File: config.mk
export PLATFORM = sky130hd
export DESIGN_NAME = serial_regfile
export DESIGN_NICKNAME = d
export VERILOG_FILES = /design/src/rtl/nanoV_pkg.sv /design/src/rtl/serial_regfile_seq.sv /design/src/rtl/serial_regfile.sv
export SDC_FILE = /design/constraint.sdc
export NUM_CORES = 1
export LEC_CHECK = 0
export CORE_MARGIN = 3
export CORE_UTILIZATION = 58
export CTS_CLUSTER_DIAMETER = 60
export DETAILED_ROUTE_END_ITERATION = 7
export MAX_ROUTING_LAYER = met4
export PLACE_DENSITY_LB_ADDON = 0.15
export SLEW_MARGIN = 25
export SYNTH_ARGS = -nofsm -noshare
export SYNTH_HDL_FRONTEND = slang
export SYNTH_HIERARCHICAL = 1
export SYNTH_SLANG_ARGS = --single-unit
File: constraint.sdc
create_clock -name clk -period 3.21 [get_ports clk]
set_clock_uncertainty 0.1 [all_clocks]
set_input_delay 0.321 -clock clk [delete_from_list [all_inputs] [get_ports clk]]
set_output_delay 0.321 -clock clk [all_outputs]
set_load 0.1 [all_outputs]
File: src/rtl/nanoV_pkg.sv
// Shared definitions for the nanoV serial datapath: default sizes, the slice-index type
// and a legality check for the slice width.
package nanoV_pkg;

  localparam int XLEN_DEF  = 32;
  localparam int NREGS_DEF = 16;
  localparam int SLICE_DEF = 1;

  typedef logic [$clog2(XLEN_DEF / SLICE_DEF)-1:0] slice_idx_t;

  function automatic bit slice_w_legal(input int xlen, input int slice);
    return ((slice == 1) || (slice == 2) || (slice == 4) || (slice == 8)) &&
           ((xlen % slice) == 0);
  endfunction

endpackage

File: src/rtl/serial_regfile_seq.sv
// Slice sequencing for the serial register file: read/write slice counters, the
// write-side hold that keeps the write side one slice behind, restart, and last-slice.
module serial_regfile_seq
  import nanoV_pkg::*;
#(
  parameter int NSL = 32,
  parameter int CW  = 5
) (
  input  logic          clk,
  input  logic          rstn,
  input  logic          pause,
  input  logic          restart,
  output logic [CW-1:0] rd_idx,
  output logic [CW-1:0] wr_idx,
  output logic          last_slice
);

  logic [CW-1:0] rd_idx_q, rd_idx_d;
  logic [CW-1:0] wr_idx_q, wr_idx_d;
  logic          wr_hold_q, wr_hold_d;

  function automatic logic [CW-1:0] wrap_inc(input logic [CW-1:0] idx);
    return (idx == CW'(NSL - 1)) ? '0 : idx + CW'(1);
  endfunction

  // wr_hold lags pause by one cycle, so the write side catches up while paused
  // and re-opens the one-slice gap on release.
  always_comb begin
    rd_idx_d  = rd_idx_q;
    wr_idx_d  = wr_idx_q;
    wr_hold_d = pause;
    if (restart) begin
      rd_idx_d  = '0;
      wr_idx_d  = '0;
      wr_hold_d = 1'b1;
    end else begin
      if (!pause)     rd_idx_d = wrap_inc(rd_idx_q);
      if (!wr_hold_q) wr_idx_d = wrap_inc(wr_idx_q);
    end
  end

  always_ff @(posedge clk or negedge rstn) begin
    if (!rstn) begin
      rd_idx_q  <= '0;
      wr_idx_q  <= '0;
      wr_hold_q <= 1'b1;
    end else begin
      rd_idx_q  <= rd_idx_d;
      wr_idx_q  <= wr_idx_d;
      wr_hold_q <= wr_hold_d;
    end
  end

  assign rd_idx     = rd_idx_q;
  assign wr_idx     = wr_idx_q;
  assign last_slice = (wr_idx_q == CW'(NSL - 1)) && !wr_hold_q;

endmodule

File: src/rtl/serial_regfile.sv
// Slice-serial register file for nanoV: streams one slice of rs1/rs2 per clock and
// absorbs one slice of the result, with write-to-read bypass when the counters coincide.
module serial_regfile
  import nanoV_pkg::*;
#(
  parameter  int XLEN  = XLEN_DEF,
  parameter  int SLICE = SLICE_DEF,
  parameter  int NREGS = NREGS_DEF,
  localparam int AW    = $clog2(NREGS),
  localparam int NSL   = XLEN / SLICE,
  localparam int CW    = (NSL > 1) ? $clog2(NSL) : 1
) (
  input  logic             clk,
  input  logic             rstn,
  input  logic             pause,
  input  logic             restart,
  input  logic             wr_en,
  input  logic [AW-1:0]    rs1,
  input  logic [AW-1:0]    rs2,
  input  logic [AW-1:0]    rd,
  input  logic [SLICE-1:0] data_rd,
  output logic [SLICE-1:0] data_rs1,
  output logic [SLICE-1:0] data_rs2,
  output logic [CW-1:0]    wr_slice,
  output logic             last_slice
);

  if (!slice_w_legal(XLEN, SLICE)) begin : g_bad_slice
    $error("serial_regfile: SLICE must be 1, 2, 4 or 8 and divide XLEN");
  end

  logic [CW-1:0]    rd_idx, wr_idx;
  logic [XLEN-1:0]  regs_q [1:NREGS-1];
  logic [SLICE-1:0] data_rs1_q, data_rs1_d;
  logic [SLICE-1:0] data_rs2_q, data_rs2_d;
  logic             wr_act, same_idx;

  serial_regfile_seq #(
    .NSL (NSL),
    .CW  (CW)
  ) u_seq (
    .clk        (clk),
    .rstn       (rstn),
    .pause      (pause),
    .restart    (restart),
    .rd_idx     (rd_idx),
    .wr_idx     (wr_idx),
    .last_slice (last_slice)
  );

  assign wr_act   = wr_en && (rd != '0);
  assign same_idx = (wr_idx == rd_idx);

  // Storage is deliberately unreset; x0 has no backing row.
  always_ff @(posedge clk) begin
    if (wr_act) regs_q[rd][int'(wr_idx)*SLICE +: SLICE] <= data_rd;
  end

  always_comb begin
    data_rs1_d = '0;
    data_rs2_d = '0;
    if (rs1 != '0) begin
      if (wr_act && (rd == rs1) && same_idx) data_rs1_d = data_rd;
      else                                   data_rs1_d = regs_q[rs1][int'(rd_idx)*SLICE +: SLICE];
    end
    if (rs2 != '0) begin
      if (wr_act && (rd == rs2) && same_idx) data_rs2_d = data_rd;
      else                                   data_rs2_d = regs_q[rs2][int'(rd_idx)*SLICE +: SLICE];
    end
  end

  always_ff @(posedge clk or negedge rstn) begin
    if (!rstn) begin
      data_rs1_q <= '0;
      data_rs2_q <= '0;
    end else begin
      data_rs1_q <= data_rs1_d;
      data_rs2_q <= data_rs2_d;
    end
  end

  assign data_rs1 = data_rs1_q;
  assign data_rs2 = data_rs2_q;
  assign wr_slice = wr_idx;

endmodule
# After elaboration in Yosys (flattened, before gate mapping)
# Memories as Yosys holds them, arrays and structs flattened.
# Cells that the tools add are included.
# word_totals
ramBits	480
n_memories	1
reg_bits	13
out_inout_bits	8
in_bits	18
# classes
mux	13
n_reduce_logical	10
n_eq_ne	7
n_addsub	3
shift	4
# memory_table
memory	depth	word_bits	rd	rd_ports_with_merged_regs	wr	line_no	rtl
regs_q	15	32	2	0	1	serial_regfile.sv:33	logic [XLEN-1:0] regs_q [1:NREGS-1];
# ops
cell	count
32-bit by 6-bit variable part select with 1-bit output	2
5-bit negation with 33-bit output	1
1-bit by 33-bit variable shift with 32-bit output (first input constant)	1
1-bit by 33-bit variable part select with 32-bit output	1
32-bit two-way mux	1
5-bit two-way mux	6
4-bit nonzero test	3
5-bit by 1-bit adder with 5-bit output (second input constant)	2
5-bit equality test (second input constant)	2
4-bit equality test	2
1-bit logical AND	6
1-bit two-way mux	6
5-bit equality test	1
2-bit by 1-bit != test with 1-bit output (second input constant)	1
2-bit != test (second input constant)	1
1-bit logical NOT	1

# Depth between registers and ports, before layout
# logic_depth
ltp_word	6
depth_mapped	14
mapped_depth_nobuf	10

# Cells and area by module
# The synthesis kept the hierarchy.
# by_module_without_submodules
module	cells_each	area_each_um2	seq_area_each_um2	instances
serial_regfile	2015	25670.9	14463.9	1
serial_regfile_seq	56	570.5	276.5	1

# Worst setup path before layout
# OpenSTA, ideal clock, no wires.
# synth_timing
path_kind	register -> register
from	reg u_seq.wr_idx_q[0], in the netlist u_seq/wr_idx[0]
to	mem regs_q[11][18] in the netlist's numbering, enable pin
stages_incl_launch_ff	13
setup_time_ps	300
arrival_time_ps	3322
required_ps	2810
n_path_buf	3
setup_slack_ps	-511
path_cell_list	dfrtp_1 > clkbuf_1 > inv_1 > ha_1 > nand2b_1 > nor2_1 > ha_1 > nand2b_1 > clkbuf_1 > nor2_1 > nand2_1 > clkbuf_1 > nor2_1
# synth_between
elab_chain_len	3
# synth_rtl
element	line_no	rtl
start: declaration	serial_regfile_seq.sv:19	logic [CW-1:0] wr_idx_q, wr_idx_d;
start signal: assignment	serial_regfile_seq.sv:49	wr_idx_q <= wr_idx_d;
5-bit negation with 33-bit output	serial_regfile.sv:56	if (wr_act) regs_q[rd][int'(wr_idx)*SLICE +: SLICE] <= data_rd;
1-bit by 33-bit variable shift with 32-bit output	serial_regfile.sv:56	
32-bit two-way mux (not written as such)	serial_regfile.sv:56	
end: declaration	serial_regfile.sv:33	
# Every way passes these cells.

# Final worst setup path
# layout_timing
from	reg u_seq.wr_idx_q[0], in the netlist u_seq/wr_idx[0]
to	mem regs_q[7][10] in the netlist's numbering, enable pin
# Same word-level chain as after synthesis.

==> metrics.txt <==
LEAKAGE 10.3 nW; count of different cell masters after synthesis 66; Power Density 492 nW/um^2; Detailed Route Iter0 Violations 2837; Total Nets Final 2163; die footprint 47800 sq um; TritonCTS clock tree yes; # fillers 3237; CTS buffer count 54; worst slack, placed -6.95 ps; top_reg_cell synth edfxtp_1; Setup Viol. Count Final 0; total track usage 35.9%; status finished clean; CTS Sinks 493; initial antenna violation count 0; CP Class flip-flop to flip-flop; Top cell by count, worst path nor2_1; Synth top area share 54.9%; maximum VDD drop 0.446 mV; Buffers on Ports 25; post-route worst setup slack 178 ps; Final Core Density 67.0%; post-DR vias/cell 6.97; Finished Cell Area 29800 sq um; Post-Syn Nets 2095; commonest non-fill, non-tap cell in the layout nor2_1; normalized max-slew margin 28.6%; capturing element type of the critical path flip-flop; DP HPWL 53800 microns; Die H 219 microns; R2R setup slack 180 ps; Site Rows 77; Crit path largest cell delay 480 ps; Layout area overhead 13.5%; post-CTS setup buffer count 0; initial core utilization 59.1%; synthesized flop and latch total 493; first-pass GRT wire length 122000 microns; Cells after Synth 2071; clock tree buffer depth 3; vias in the first global route 18900; Max Clk Rate 330 MHz; detailed-route DRC error count 0; antenna viol nets, final 0; gpl congestion 1.02; Core Footprint 44400 sq um; placed cell area 27900 sq um; total grt overflow 0; htree depth 2; IO Pins 26; CP Max Fanout 15; synth top area cells edfxtp_1 55%, mux4_2 12%, nor2_1 8.4%; worst slew pin tran 1070 ps; Resize count post-CTS 0; via count 19300; WP data required 3410 ps; RSZ-0062 raised after global routing no; Die X 219 microns; syn avg cell area 12.7 sq um; slowest cell on the critical path nand2_1; most frequent cells in the layout 580 x nor2_1, 480 x edfxtp_1, 169 x buf_4; Min Clock Period, post-route 3030 ps; Worst EP arrival 3240 ps; share of cells above drive strength 1 22.8%; max-slew violations 0; largest net degree at the start of global routing 48; CTS Hold Bufs 0; yosys warns 6; post-detailed-route wirelength per cell 29.6 microns; area leader, netlist edfxtp_1; sequential area share after synthesis 56.2%; Total Wirelength 82200 microns; HP Class primary input to async pin; Hold Fails Final Rpt 0; CTS clk-pin slew, worst paths 60 ps; root buffer cell clkbuf_16; Pre-Repair DR Iteration Count 6; number of synthesized flops with an enable pin 480; period utilization 94.4%; Clock Latency Late Sink 610 ps; Post-synth ARST share 2.64%; Max Cap Viol 0; CP Launch Type flip-flop; crit-path cells inv_1 > ha_1 > nand2b_1 > nor2_1 > ha_1 > nand4b_1 > nor2_1 > nand2_1 > nor2_1; Netlist Area Pre-Place 26200 sq um
[kinds of logic (layout without fill, tap and decap cells)]
family | count (synthesis) | count (layout) | share of synthesized area, %
flops | 493 | 493 | 56.2
buf+inv | 204 | 316 | 3.91
xor+xnor | 14 | 14 | 0.467
mux | 342 | 342 | 20.9
other cells | 0 | 1 | 0
compound gates | 257 | 257 | 6.68
simple gates | 755 | 755 | 11.6
fa+ha+maj | 6 | 6 | 0.286
[flip-flops by register name (all words and copies together) (netlist names)]
register and flops:
data_rs1 1, regs_q 480, u_seq/wr_hold_q 1, u_seq/rd_idx 5
u_seq/wr_idx 5, data_rs2 1
[per-layer routing]
metal | GRT usage (%) | share of wire, % | up-vias
met4 | 12.8 | 4.4 | 0
met3 | 8.01 | 12 | 299
met5 | - | 0 | -
li1 | - | - | 7946
met1 | 48.7 | 37 | 9677
met2 | 54.3 | 46 | 1422
[cells in the mapped netlist (3+ instances only)]
master     count
a22oi_1        5
and3_1         3
o21ai_0       57
nand3_1       16
clkbuf_1     126
nand4_1        4
dfrtp_1       12
o2111ai_1      3
mux2i_1      146
a211oi_1       9
nor2_1       585
a31oi_1        4
mux4_1        13
o211ai_1       5
buf_1          7
or3b_2         3
inv_1          9
buf_4         15
xor2_1         6
nand2_1       86
ha_1           6
and2_1         5
o221ai_1       9
buf_6         17
a21oi_1       63
xnor2_1        8
buf_2         26
nor3b_1        3
a221o_1       16
or3_1          4
nor2b_1       11
nand2b_1      10
a2111o_1       3
edfxtp_1     480
nor4_1         5
mux4_2       144
a211o_1        3
a221oi_1      25
mux2_2        38
o22ai_1       24
a2111oi_0     16
nor3_1        12
[cell type report]
| class | count | area, sq um | share of cell area [%] |
|---|---|---|---|
| Antenna cell | 1 | 2.50 | 0.00840 |
| Clock buffer | 60 | 1400 | 4.69 |
| Clock inverter | 40 | 444 | 1.49 |
| Inverter | 10 | 37.5 | 0.126 |
| Multi-Input combinational cell | 1374 | 10600 | 35.4 |
| Sequential cell | 493 | 14700 | 49.5 |
| Tap cell | 592 | 741 | 2.49 |
| Timing Repair Buffer | 206 | 1860 | 6.24 |
[final timing paths]
| kind | from | to | depth (start not counted) |
|---|---|---|---|
| setup / recovery | u_seq/wr_idx[0] | regs_q[7][10] | 9 |
| hold / removal | rstn | u_seq/wr_idx[1] | 1 |
| setup reg to reg | u_seq/wr_idx[0] | regs_q[7][10] | 9 |
| hold reg to reg | u_seq/wr_hold_q | u_seq/wr_idx[1] | 2 |
| max in group asynchronous | rstn | u_seq/wr_idx[0] | 1 |
| min in group clk | restart | u_seq/wr_idx[4] | 2 |
[per-stage QoR]
stage / hold slack, ps / setup TNS, ps / cells / power (mW)
final: 74.8 / 0 / 2776 / 14.6
after CTS: 75.5 / 0 / 2775 / 14.7
after global routing: 114 / 0 / 2775 / 15.0
after global placement: 518 / -31.3 / 2675 / 8.25
after detailed placement: 529 / -6.95 / 2675 / 8.26
after floorplan: -74.6 / 0 / 2071 / 7.80
[critical path: cells and delay by family (launching register included)]
kind / cells / cell delay, ps
simple gates: 6 / 1700
fa+ha+maj: 2 / 430
flops: 1 / 400
buf+inv: 1 / 80
[power breakdown]
part	internal (mW)	leakage [nW]	switching [mW]
clock network	3.86	0.897	2.64
logic	0.422	4.24	0.747
registers	6.97	5.14	0.0120
Power figures use the tool's default switching activity.
